### src/rtl/cacheline_adaptor_p_if.sv
// Bus bundle for cacheline_adaptor_p: the cache-side line request port plus the
// physical-memory burst port. The adaptor uses "slave"; the requester/memory side uses "master".
`timescale 1ns/1ps
interface cacheline_adaptor_p_if #(
    parameter int s_line  = 256,
    parameter int s_burst = 64
);
    logic [s_line-1:0]  line_i;
    logic [s_line-1:0]  line_o;
    logic [31:0]        address_i;
    logic               read_i;
    logic               write_i;
    logic               resp_o;
    logic               busy_o;
    logic [s_burst-1:0] burst_i;
    logic [s_burst-1:0] burst_o;
    logic [31:0]        address_o;
    logic               read_o;
    logic               write_o;
    logic               resp_i;

    modport slave (
        input  line_i, address_i, read_i, write_i, burst_i, resp_i,
        output line_o, resp_o, busy_o, burst_o, address_o, read_o, write_o
    );

    modport master (
        output line_i, address_i, read_i, write_i, burst_i, resp_i,
        input  line_o, resp_o, busy_o, burst_o, address_o, read_o, write_o
    );
endinterface

### src/rtl/cacheline_adaptor_p.sv
// Converts whole-cacheline fill/writeback requests into 4-beat memory bursts.
// Define CACHELINE_ADAPTOR_POSTED_WRITE_EN to acknowledge writebacks right after accept.
`timescale 1ns/1ps
module cacheline_adaptor_p #(
    parameter int s_line    = 256,
    parameter int s_burst   = 64,
    parameter int num_beats = 4
) (
    input logic clk,
    input logic rst,
    cacheline_adaptor_p_if.slave bus
);
    localparam int cnt_w = $clog2(num_beats);
    localparam logic [31:0] line_mask = ~32'(s_line / 8 - 1);

    typedef enum logic [1:0] {IDLE, RD, WR, DONE} state_t;

    state_t             state;
    state_t             next_state;
    logic [cnt_w-1:0]   cnt;
    logic [31:0]        addr;
    logic [s_line-1:0]  wbuf;
    logic [s_line-1:0]  line;
    logic               last_beat;

    assign last_beat = bus.resp_i && (cnt == cnt_w'(num_beats - 1));

    always_ff @(posedge clk or negedge rst) begin
        if (!rst) begin
            state <= IDLE;
        end else begin
            state <= next_state;
        end
    end

    always_comb begin
        next_state = state;
        case (state)
            // Writeback first: a dirty victim must reach memory before its fill.
            IDLE: begin
                if (bus.write_i) begin
                    next_state = WR;
                end else if (bus.read_i) begin
                    next_state = RD;
                end
            end
            RD: begin
                if (last_beat) begin
                    next_state = DONE;
                end
            end
            WR: begin
                if (last_beat) begin
`ifdef CACHELINE_ADAPTOR_POSTED_WRITE_EN
                    next_state = IDLE;
`else
                    next_state = DONE;
`endif
                end
            end
            DONE:    next_state = IDLE;
            default: next_state = IDLE;
        endcase
    end

    always_ff @(posedge clk or negedge rst) begin
        if (!rst) begin
            cnt  <= '0;
            addr <= '0;
            wbuf <= '0;
            line <= '0;
        end else begin
            case (state)
                IDLE: begin
                    cnt <= '0;
                    if (bus.write_i || bus.read_i) begin
                        addr <= bus.address_i & line_mask;
                        wbuf <= bus.line_i;
                    end
                end
                RD: begin
                    if (bus.resp_i) begin
                        line[s_burst*cnt +: s_burst] <= bus.burst_i;
                        cnt <= cnt + 1'b1;
                    end
                end
                WR: begin
                    if (bus.resp_i) begin
                        cnt <= cnt + 1'b1;
                    end
                end
                default: begin
                end
            endcase
        end
    end

`ifdef CACHELINE_ADAPTOR_POSTED_WRITE_EN
    logic write_ack;

    // Early acknowledge fires only in the first WR cycle; the burst itself keeps busy_o high.
    always_ff @(posedge clk or negedge rst) begin
        if (!rst) begin
            write_ack <= 1'b0;
        end else begin
            write_ack <= (state == IDLE) && bus.write_i;
        end
    end
`endif

    always_comb begin
        bus.read_o  = (state == RD);
        bus.write_o = (state == WR);
        bus.busy_o  = (state != IDLE);
        bus.burst_o = '0;
        if (state == WR) begin
            bus.burst_o = wbuf[s_burst*cnt +: s_burst];
        end
`ifdef CACHELINE_ADAPTOR_POSTED_WRITE_EN
        bus.resp_o = (state == DONE) || write_ack;
`else
        bus.resp_o = (state == DONE);
`endif
    end

    assign bus.address_o = addr;
    assign bus.line_o    = line;
endmodule

### src/flat_wrapper.sv
// flat-port wrapper written by rule: the top's interface ports become plain ports
module cacheline_adaptor_p_flat 
#(
    parameter int s_line    = 256,
    parameter int s_burst   = 64,
    parameter int num_beats = 4
)
  (clk, rst, bus_line_i, bus_address_i, bus_read_i, bus_write_i, bus_burst_i, bus_resp_i, bus_line_o, bus_resp_o, bus_busy_o, bus_burst_o, bus_address_o, bus_read_o, bus_write_o);
  cacheline_adaptor_p_if #(.s_line(s_line), .s_burst(s_burst)) bus_i ();
  input logic clk;
  input logic rst;
  input wire logic [$bits(bus_i.line_i)-1:0] bus_line_i;
  input wire logic [$bits(bus_i.address_i)-1:0] bus_address_i;
  input wire logic [$bits(bus_i.read_i)-1:0] bus_read_i;
  input wire logic [$bits(bus_i.write_i)-1:0] bus_write_i;
  input wire logic [$bits(bus_i.burst_i)-1:0] bus_burst_i;
  input wire logic [$bits(bus_i.resp_i)-1:0] bus_resp_i;
  output wire logic [$bits(bus_i.line_o)-1:0] bus_line_o;
  output wire logic [$bits(bus_i.resp_o)-1:0] bus_resp_o;
  output wire logic [$bits(bus_i.busy_o)-1:0] bus_busy_o;
  output wire logic [$bits(bus_i.burst_o)-1:0] bus_burst_o;
  output wire logic [$bits(bus_i.address_o)-1:0] bus_address_o;
  output wire logic [$bits(bus_i.read_o)-1:0] bus_read_o;
  output wire logic [$bits(bus_i.write_o)-1:0] bus_write_o;
  assign bus_i.line_i = bus_line_i;
  assign bus_i.address_i = bus_address_i;
  assign bus_i.read_i = bus_read_i;
  assign bus_i.write_i = bus_write_i;
  assign bus_i.burst_i = bus_burst_i;
  assign bus_i.resp_i = bus_resp_i;
  assign bus_line_o = bus_i.line_o;
  assign bus_resp_o = bus_i.resp_o;
  assign bus_busy_o = bus_i.busy_o;
  assign bus_burst_o = bus_i.burst_o;
  assign bus_address_o = bus_i.address_o;
  assign bus_read_o = bus_i.read_o;
  assign bus_write_o = bus_i.write_o;
  cacheline_adaptor_p #(.s_line(s_line), .s_burst(s_burst), .num_beats(num_beats)) u_core (.clk(clk), .rst(rst), .bus(bus_i));
endmodule
### config.mk
export PLATFORM = sky130hd
export DESIGN_NAME = cacheline_adaptor_p_flat
export DESIGN_NICKNAME = d
export VERILOG_FILES = /design/src/rtl/cacheline_adaptor_p_if.sv /design/src/rtl/cacheline_adaptor_p.sv /design/src/flat_wrapper.sv
export SDC_FILE = /design/constraint.sdc
export NUM_CORES = 1
export LEC_CHECK = 0
export CORE_MARGIN = 4
export CORE_UTILIZATION = 30
export DETAILED_ROUTE_END_ITERATION = 10
export GPL_TIMING_DRIVEN = 0
export HOLD_SLACK_MARGIN = 0.12
export PLACE_DENSITY = 0.59
export SLEW_MARGIN = 20
export SYNTH_ARGS = -nofsm -noshare
export SYNTH_HDL_FRONTEND = slang
export SYNTH_SLANG_ARGS = --single-unit
### constraint.sdc
create_clock -name clk -period 6.4 [get_ports clk]
set_clock_uncertainty 0.15 [all_clocks]
set_input_delay 0.96 -clock clk [delete_from_list [all_inputs] [get_ports clk]]
set_output_delay 0.96 -clock clk [all_outputs]
set_load 0.1 [all_outputs]
==> summary.txt <==
Floorplanning
  • Top Ports: 713
  • Die Y: about 280 um
  • Die area: around 0.079 mm2
  • CORE AREA: 0.0743 mm2
  • Num rows: 100
  • Die X-Extent: between 200 and 300 um
  • Initial core utilization: a little under a third

Route
  • Routed len/inst: ~25 um
  • DR pass1 iterations: 5
  • DRT antenna net count: 0
  • DRC: 0
  • Routed wire length: 84000 um
  • Drt initial violations: 836
  • Vias/cell: roughly 4.9
  • Via count: approximately 17000

Synth
  • Synthesized area: 0.0225 mm2
  • Syn Inst Count: about 1600
  • Main synth FF type: dfrtp_1
  • Post-synth EDFFs: 0
  • Post-synth ARST share: 100%
  • Synth cell types: 30
  • Sequential area share after synthesis: 60.4%
  • Synth Register Bits: 543
  • Synthesis Warnings: 0
  • Mapped Avg Cell Area: 13.9 um2

STA
  • Setup TNS Final: 0 ns
  • Period utilization: about four fifths
  • Max-slew headroom: 22.7%
  • Max Fclk: a little under 0.2 GHz
  • Final Hold Fails: 0
  • RSZ-0062 raised after global routing: false
  • Slew @ Worst Pin: 1.16 ns
  • Final Max Tran Viols: 0
  • Final min period: between 5 and 6 ns
  • Setup-failing EPs final: 0

Flow run
  • Maxcap violations: 0

CTS
  • Bufs on Longest Clock Path: 3
  • Htree depth: 2
  • CTS tree: yes
  • Clk sinks: ~540
  • Root buf cell: clkbuf_16
  • CTS Buf Count: 60
  • Post_cts resized: 0
  • CTS clk-pin slew, worst paths: 0.06 ns
  • Clk_lat worst skew: about 0.62 ns

Setup path
  • Family with the most delay on the worst path: buffers and inverters
  • Buf/Inv on CP: 3
  • Worst EP required: about 5.3 ns
  • Arrival time at the worst endpoint: about 4 ns
  • Startpoint types: register
  • Worst-path maximum fanout: 10
  • CP max stage delay: around 1.2 ns
  • Crit path cell chain: buf_2 > buf_1 > mux4_2 > and2_1 > clkdlybuf4s50_1
  • WS Path Type: register to output port
  • Crit-path slowest cell: clkdlybuf4s50_1
  • Setup crit end kind: output port

Cells and area
  • Fin cells: 3409
  • Filler cell count: between 6000 and 7000
  • Nets@finish: 2759
  • Commonest non-fill, non-tap cells in the layout: clkdlybuf4s50_1 (699), dfrtp_1 (543), mux2_2 (283)
  • Synth-to-Final Area Change: 46.0%
  • Commonest non-fill, non-tap cell in the layout: clkdlybuf4s50_1
  • Layout cells sized above 1: 24.3%

Global routing
  • Antenna violations before repair: 27
  • Largest net degree at the start of global routing: 100
  • Gr ovfl total: 0
  • Vias in the first global route: 17900
  • Total track usage: ~20%
  • Global-route wire length before repair: approximately 120000 um

Placed design
  • Placer Congestion: between 0.8 and 0.9
  • Cell count after placement: 3299
  • Buffers on Ports: between 700 and 800
  • Hpwl dp: ~65000 um

Power
  • Pwr dens: 596 mW/mm2
  • Max IR drop VDD: 0.329 mV
  • Total Power: just under 20 mW
  • P_leak: about 14 nW

Worst hold path
  • Min-delay worst type: register to register

Run status
  • Run status: finished clean
## final timing paths
| path | from | endpoint | slack [ns] | cells past startpoint |
|---|---|---|---|---|
| worst max-delay path | u_core.cnt[1] | bus_burst_o[35] | 1.32 | 5 |
| max in group asynchronous | rst | u_core.bus.line_o[129] | 3.39 | 6 |
| worst min-delay path | u_core.bus.line_o[70] | u_core.bus.line_o[70] | 0.33 | 2 |
| min in group asynchronous | rst | u_core.bus.address_o[31] | 0.66 | 2 |
| worst min register to register | u_core.bus.line_o[70] | u_core.bus.line_o[70] | 0.33 | 2 |
| worst max register to register | u_core.cnt[1] | u_core.bus.line_o[247] | 2.32 | 9 |
## state kept, by name, indices dropped and copies added, names as in the netlist
register / flops
u_core.bus.address_o: 27
u_core.bus.line_o: 256
u_core.cnt: 2
u_core.state: 2
u_core.wbuf: 256
## power by group
part	leakage [nW]	switching, mW	total, mW	internal, mW
combinational	5.78	7.25	10.7	3.42
sequential	6.92	0.743	5.54	4.80
clock	0.932	1.42	3.36	1.94
total	13.6	9.41	19.6	10.2
## cell type report
| class | count | area [um2] | area share (%) |
|---|---|---|---|
| multi-input cells | 949 | 8200 | 25.0 |
| repair buffers | 710 | 7210 | 22.0 |
| well taps | 969 | 1210 | 3.69 |
| plain buffers | 123 | 688 | 2.10 |
| inverters | 6 | 22.5 | 0.0686 |
| clock inverters | 18 | 206 | 0.629 |
| flip-flops and latches | 543 | 13600 | 41.4 |
| clock buffers | 83 | 1680 | 5.11 |
| diodes | 8 | 20.0 | 0.0610 |
## Yosys cell counts (all sizes together), types with 2 or more instances
cell type  count  area, um2
nand3          5       25.0
a21oi          2       10.0
ha             9        113
nor4b          2       47.6
dfrtp        543      13600
nand2b         2       12.5
buf           89        561
and2          64        400
a22o         138       1280
nand2        242        911
inv            6       22.5
mux2         283       3190
mux4          64       1440
nor4           4       85.1
clkbuf        34        128
o21ai        122        611
## repair_timing
item                       4_1_cts  5_1_grt
setup endpoints to repair        0        0
hold buffers                     1        0
hold endpoints to repair        39        0
buffers inserted                 0        0
## metal layers
metal,vias up,global-route usage [%],share of wire (%)
met5,-,0,0.29
met4,38,4.62,2.2
met3,132,7.14,8.8
met2,630,36.6,51
met1,8467,23.8,38
li1,7330,-,-
## tightest hold or removal path, delay by kind of cell (launching register included)
family / cells / cell delay [ns]
flip-flops: 1 / 0.34
AO/OA/AOI/OAI: 1 / 0.06
AND/OR/NAND/NOR: 1 / 0.05
## per-stage QoR
step                      hold WS (ns)  worst slack, ns  cell area (um2)  utilization [%]
after detailed placement         0.321             1.85            30900             41.6
final                            0.327             1.32            32800             44.2
after global placement           0.313           -19.83            30700             41.4
after floorplan                  0.324             2.73            22500                -
after global routing             0.355             1.10            32800             44.2
after CTS                        0.333             1.14            32800             44.2
## logic make-up after synthesis
group / synth area share [%]
DFF: 60.4
muxes: 20.6
and+or+nand+nor: 6.72
AOI/OAI and AO/OA: 8.55
buffers and inverters: 3.16
adders and majority gates: 0.501
other: 0.0167
(Power assumes the default switching activity.)
